File: src/rtl/bus_bridge_hs.sv
// CPU-to-peripheral bridge: window decode, one-hot device select/ack handshake, registered response.
// Optional access timeout is enabled by defining BRIDGE_TIMEOUT_EN.
module bus_bridge_hs #(
    parameter int                    N_DEV    = 3,
    parameter logic [N_DEV*32-1:0]   DEV_BASE = {32'h7F20, 32'h7F10, 32'h7F00},
    parameter logic [N_DEV*32-1:0]   DEV_MASK = {3{32'hFFFF_FFF0}},
    parameter int                    DEV_AW   = 3,
    parameter int                    TIMEOUT  = 16
) (
    input  logic                  clk,
    input  logic                  reset,
    input  logic                  PrReq,
    input  logic [31:0]           PrAddr,
    input  logic [31:0]           PrWD,
    input  logic                  PrWE,
    output logic [31:0]           PrRD,
    output logic                  PrReady,
    output logic                  PrErr,
    output logic [DEV_AW-1:0]     DEV_Addr,
    output logic [31:0]           DEV_WD,
    output logic [N_DEV-1:0]      DEV_SEL,
    output logic [N_DEV-1:0]      DEV_WE,
    input  logic [N_DEV*32-1:0]   DEV_RD,
    input  logic [N_DEV-1:0]      DEV_ACK
);

    typedef enum logic [1:0] {
        IDLE   = 2'd0,
        ACCESS = 2'd1,
        RESP   = 2'd2
    } state_t;

    state_t              state_q;
    logic [31:0]         prRd_q;
    logic                prReady_q;
    logic                prErr_q;
    logic [DEV_AW-1:0]   devAddr_q;
    logic [31:0]         devWd_q;
    logic [N_DEV-1:0]    devSel_q;
    logic [N_DEV-1:0]    devWe_q;

    logic [N_DEV-1:0]    hitVec;
    logic [N_DEV-1:0]    selOneHot;
    logic                found;
    logic [31:0]         rdSel;
    logic                ackHit;
    logic                timeoutHit;

    // Lowest-index window wins when several overlap.
    always_comb begin
        hitVec    = '0;
        selOneHot = '0;
        found     = 1'b0;
        for (int i = 0; i < N_DEV; i++) begin
            hitVec[i] = ((PrAddr & DEV_MASK[32*i +: 32]) == DEV_BASE[32*i +: 32]);
            if (hitVec[i] && !found) begin
                selOneHot[i] = 1'b1;
                found        = 1'b1;
            end
        end
    end

    // Read data and ack are qualified by the registered one-hot select, so stray acks are ignored.
    always_comb begin
        rdSel = '0;
        for (int i = 0; i < N_DEV; i++) begin
            if (devSel_q[i]) begin
                rdSel = rdSel | DEV_RD[32*i +: 32];
            end
        end
        ackHit = |(DEV_ACK & devSel_q);
    end

`ifdef BRIDGE_TIMEOUT_EN
    logic [7:0] cnt_q;
    assign timeoutHit = (cnt_q == 8'(TIMEOUT - 1));
`else
    assign timeoutHit = 1'b0;
`endif

    always_ff @(posedge clk) begin
        if (reset) begin
            state_q   <= IDLE;
            prRd_q    <= '0;
            prReady_q <= 1'b0;
            prErr_q   <= 1'b0;
            devAddr_q <= '0;
            devWd_q   <= '0;
            devSel_q  <= '0;
            devWe_q   <= '0;
`ifdef BRIDGE_TIMEOUT_EN
            cnt_q     <= '0;
`endif
        end else begin
            case (state_q)
                IDLE: begin
                    if (PrReq) begin
                        devAddr_q <= PrAddr[DEV_AW+1:2];
                        devWd_q   <= PrWD;
                        if (found) begin
                            devSel_q <= selOneHot;
                            devWe_q  <= PrWE ? selOneHot : '0;
                            state_q  <= ACCESS;
`ifdef BRIDGE_TIMEOUT_EN
                            cnt_q    <= '0;
`endif
                        end else begin
                            prRd_q    <= '0;
                            prErr_q   <= 1'b1;
                            prReady_q <= 1'b1;
                            state_q   <= RESP;
                        end
                    end
                end
                ACCESS: begin
                    if (ackHit) begin
                        prRd_q    <= (|devWe_q) ? 32'h0 : rdSel;
                        prErr_q   <= 1'b0;
                        prReady_q <= 1'b1;
                        devSel_q  <= '0;
                        devWe_q   <= '0;
                        state_q   <= RESP;
                    end else if (timeoutHit) begin
                        prRd_q    <= '0;
                        prErr_q   <= 1'b1;
                        prReady_q <= 1'b1;
                        devSel_q  <= '0;
                        devWe_q   <= '0;
                        state_q   <= RESP;
                    end else begin
`ifdef BRIDGE_TIMEOUT_EN
                        cnt_q <= cnt_q + 8'd1;
`endif
                    end
                end
                RESP: begin
                    prReady_q <= 1'b0;
                    prErr_q   <= 1'b0;
                    prRd_q    <= '0;
                    state_q   <= IDLE;
                end
                default: begin
                    state_q <= IDLE;
                end
            endcase
        end
    end

    assign PrRD     = prRd_q;
    assign PrReady  = prReady_q;
    assign PrErr    = prErr_q;
    assign DEV_Addr = devAddr_q;
    assign DEV_WD   = devWd_q;
    assign DEV_SEL  = devSel_q;
    assign DEV_WE   = devWe_q;

endmodule
File: config.mk
export PLATFORM = sky130hd
export DESIGN_NAME = bus_bridge_hs
export DESIGN_NICKNAME = d
export VERILOG_FILES = /design/src/rtl/bus_bridge_hs.sv
export SDC_FILE = /design/constraint.sdc
export NUM_CORES = 1
export LEC_CHECK = 0
export ABC_AREA = 1
export ABC_CLOCK_PERIOD_IN_PS = 2500
export CORE_UTILIZATION = 41
export CTS_CLUSTER_SIZE = 28
export DETAILED_ROUTE_END_ITERATION = 16
export GPL_ROUTABILITY_DRIVEN = 1
export PLACE_DENSITY = 0.87
export SETUP_SLACK_MARGIN = 0.1
export SYNTH_ARGS = -nofsm -noshare
export SYNTH_HDL_FRONTEND = slang
export SYNTH_SLANG_ARGS = --single-unit
File: constraint.sdc
create_clock -name clk -period 2.5 [get_ports clk]
set_input_delay 0.625 -clock clk [delete_from_list [all_inputs] [get_ports clk]]
set_output_delay 0.625 -clock clk [all_outputs]
set_load 0.1 [all_outputs]
==> impl_metrics.toml <==
[sta]
maxSlewViolCount = 0
hold_slack_ns = 0.492
tightest_slew_ns = 0.874
rsz0062_at_grt = "no"
tns_ns = 0
finalHoldViolations = 0
layout_min_cycle_time_ns = 2.15
clock.fmax_mhz = 465
relSlewSlack_pct = 41.4
fin_crit_sh_pct = 86.1
skew_ns = 0.0109
setup_viol = 0

[power_and_ir_drop]
pwr-share-comb_pct = 64.7
power.density_mw_per_mm2 = 1280
power_frac_clock_pct = 13.6
power_uw = 8470
switching_power_uw = 4760
leakage_uw = 0.00295
vdd_drop_max_v = 0.000661
p_seq_share_pct = 21.8
cell_internal_pwr_uw = 3710
swShare_pct = 56.2

[final_layout]
area_delta_synth_final_pct = 63.1
nets = 1043
register_area_mm2 = 0.00154
antenna_cells = 0
final_common_cell = "nand2_1"
multiInputGateArea_mm2 = 0.00218
layout_common_cells = "201 x nand2_1, 164 x clkdlybuf4s50_1, 143 x nor2_1"
fill_cells = 784
drive_above_1_share_pct = 13.1
design_area_mm2 = 0.00662

[detailed_routing]
dr.first_iter.drc_count = 141
wirelength_um = 12700
ant_nets = 0
first_pass_iters = 4
route.vias.total = 4847
via_per_inst = 4.81
routedWlPerCell_um = 12.6
drc = 0

[critical_path]
start_kind = "input port"
cp_num_cells = 13
worstPathMaxFanout = 60
max_stage_delay_ns = 0.48
crit_family = "simple AND/OR/NAND/NOR gates"
path_cells = "clkdlybuf4s50_1, nand2_1, nor2_2, nand3_1, nor2_1, nand2_1, nand3_2, nand2_2, buf_12, nand2_8, nand2_1, nand2_1, nor2_1"
cpMostUsedCell = "nand2_1"
cp_num_buf_inv = 2
end_kind = "flop"
critPathSlowestCell = "clkdlybuf4s50_1"
critical_path_class = "in2reg"
cp_data_required_time_ns = 2.73
cp.arrival_ns = 2.39
r2r_cells = 6

[logic_synthesis]
yosys.area.top_type_share_pct = 38.0
avgSynthCellArea_um2 = 6.21
netlist_instances = 653
netlist_area_mm2 = 0.00406
synth_fp_nets = 823
ys_types = 24
seq_area_frac_synth_pct = 38.0
synth_area_leader_cell = "dfxtp_1"
synth_warnings = 0
ys_ff_latch = 77
synth_area_leaders = "dfxtp_1 38%, nand2_1 19%, nor2_1 13%, nand3_1 8.3%, o21ai_0 4.6%"

[clock_network]
postCtsSetupBuffers = 0
cts_resized = 0
cts_buffers = 9
tritoncts = "built"
clk_path_buf_depth = 2
clk_pin_slew_ns = 0.08
holdBufCountCts = 0
cts_sinks = 77
cts-root-buf = "clkbuf_8"
clock_latency_ns = 0.34
ctsHtreeMaxLevel = 3

[min_path]
hold_path_depth = 2
worstHoldPathType = "reg2reg"

[global_route]
grtUsageTotal_pct = 23.5
overflow = 0
grt_pass1_wl_um = 19300
antenna_found_initial = 0
grt_pass1_vias = 4513
grt_max_degree = 61

[floorplan]
row_count = 35
core_area_mm2 = 0.00942
initial_core_util_pct = 43.1
dieArea_mm2 = 0.0103
die_w_um = 101
io_pins = 242
fp.dieH_um = 101

[run]
drv_cap = 0

[place]
port_buffers = 239
place_area_mm2 = 0.00637
place_congestion = 0.881
place_hpwl_um = 9610

[status]
status = "completed"
layout make-up:
cell class | instances | share of cell area [%]
Tap cell | 129 | 2.44
Timing Repair Buffer | 249 | 35.6
Clock buffer | 11 | 2.14
Sequential cell | 77 | 23.3
Multi-Input combinational cell | 502 | 33.0
Inverter | 34 | 1.93
Clock inverter | 5 | 1.61
logic make-up (layout without fill, tap and decap cells):
| logic type | after synthesis | after routing | synth area share (%) |
|---|---|---|---|
| AND/OR/NAND/NOR | 420 | 420 | 42.5 |
| AO/OA/AOI/OAI | 79 | 79 | 10.4 |
| flip-flops | 77 | 77 | 38.0 |
| buffers and inverters | 74 | 299 | 8.17 |
| adder cells (fa/ha/maj) | 3 | 3 | 0.925 |
cells in the mapped netlist:
| master | number |
|---|---|
| nand2_1 | 201 |
| nor2_1 | 143 |
| dfxtp_1 | 77 |
| nand3_1 | 67 |
| o21ai_0 | 37 |
| a21oi_1 | 34 |
| inv_1 | 30 |
| clkbuf_1 | 17 |
| buf_2 | 13 |
| a31oi_1 | 6 |
| buf_4 | 4 |
| buf_1 | 3 |
| buf_6 | 3 |
| ha_1 | 3 |
| inv_2 | 3 |
| nand2_2 | 2 |
| nand3_2 | 2 |
| nor2_2 | 2 |
| a21oi_2 | 1 |
| clkinv_1 | 1 |
| nand2_8 | 1 |
| nor2_4 | 1 |
| nor4_4 | 1 |
| o22ai_4 | 1 |
stage by stage:
step                      utilization [%]  instances  setup WS [ns]
after floorplan                         -        653          0.343
after detailed placement             67.6        991         0.0245
after global routing                 70.3       1007          0.224
after global placement               67.6        991         0.0944
after CTS                            70.3       1007          0.356
final                                70.3       1007          0.348
worst register-to-register path, stage by stage (launching register included):
cell and delay, ns:
dfxtp_1 0.36, inv_1 0.07, ha_1 0.29, nand2_1 0.12, clkinv_1 0.69, nor2_1 0.34, nor2_1 0.08
path summary, 6_finish.rpt:
kind                                start                 endpoint  slack, ns
setup / recovery               PrAddr[10]     PrRD[1]$_SDFFE_PP0P_       0.35
hold / removal    DEV_WD[27]$_SDFFE_PP0P_  DEV_WD[27]$_SDFFE_PP0P_       0.49
setup reg to reg  state_q[0]$_SDFFE_PP0P_  DEV_WD[28]$_SDFFE_PP0P_       0.43
hold reg to reg   DEV_WD[27]$_SDFFE_PP0P_  DEV_WD[27]$_SDFFE_PP0P_       0.49
power by group through the flow:
stage / Sequential (uW) / Clock (uW) / Combinational, uW
global placement: 1850 / 0 / 5420
global route: 1890 / 1230 / 5800
CTS: 1850 / 1170 / 5500
floorplan: 4480 / 0 / 1600
detailed placement: 1870 / 0 / 5490
finish: 1840 / 1150 / 5480
flip-flops by register name, indices dropped and copies added (netlist names):
register  count
DEV_WD       32
PrRD         32
DEV_Addr      3
DEV_SEL       3
DEV_WE        3
state_q       2
PrErr         1
PrReady       1
per-layer routing:
layer  part of all wire (%)  vias up  routed length [um]  GRT usage, %
li1                       -     2498                   -             -
met1                     38     2118                4750          22.9
met2                     51      200                6460          46.3
met3                    9.2       31                1160          6.56
met4                    2.2        0                 283          9.36
met5                      0        -                   0             0
(Power assumes the default switching activity.)
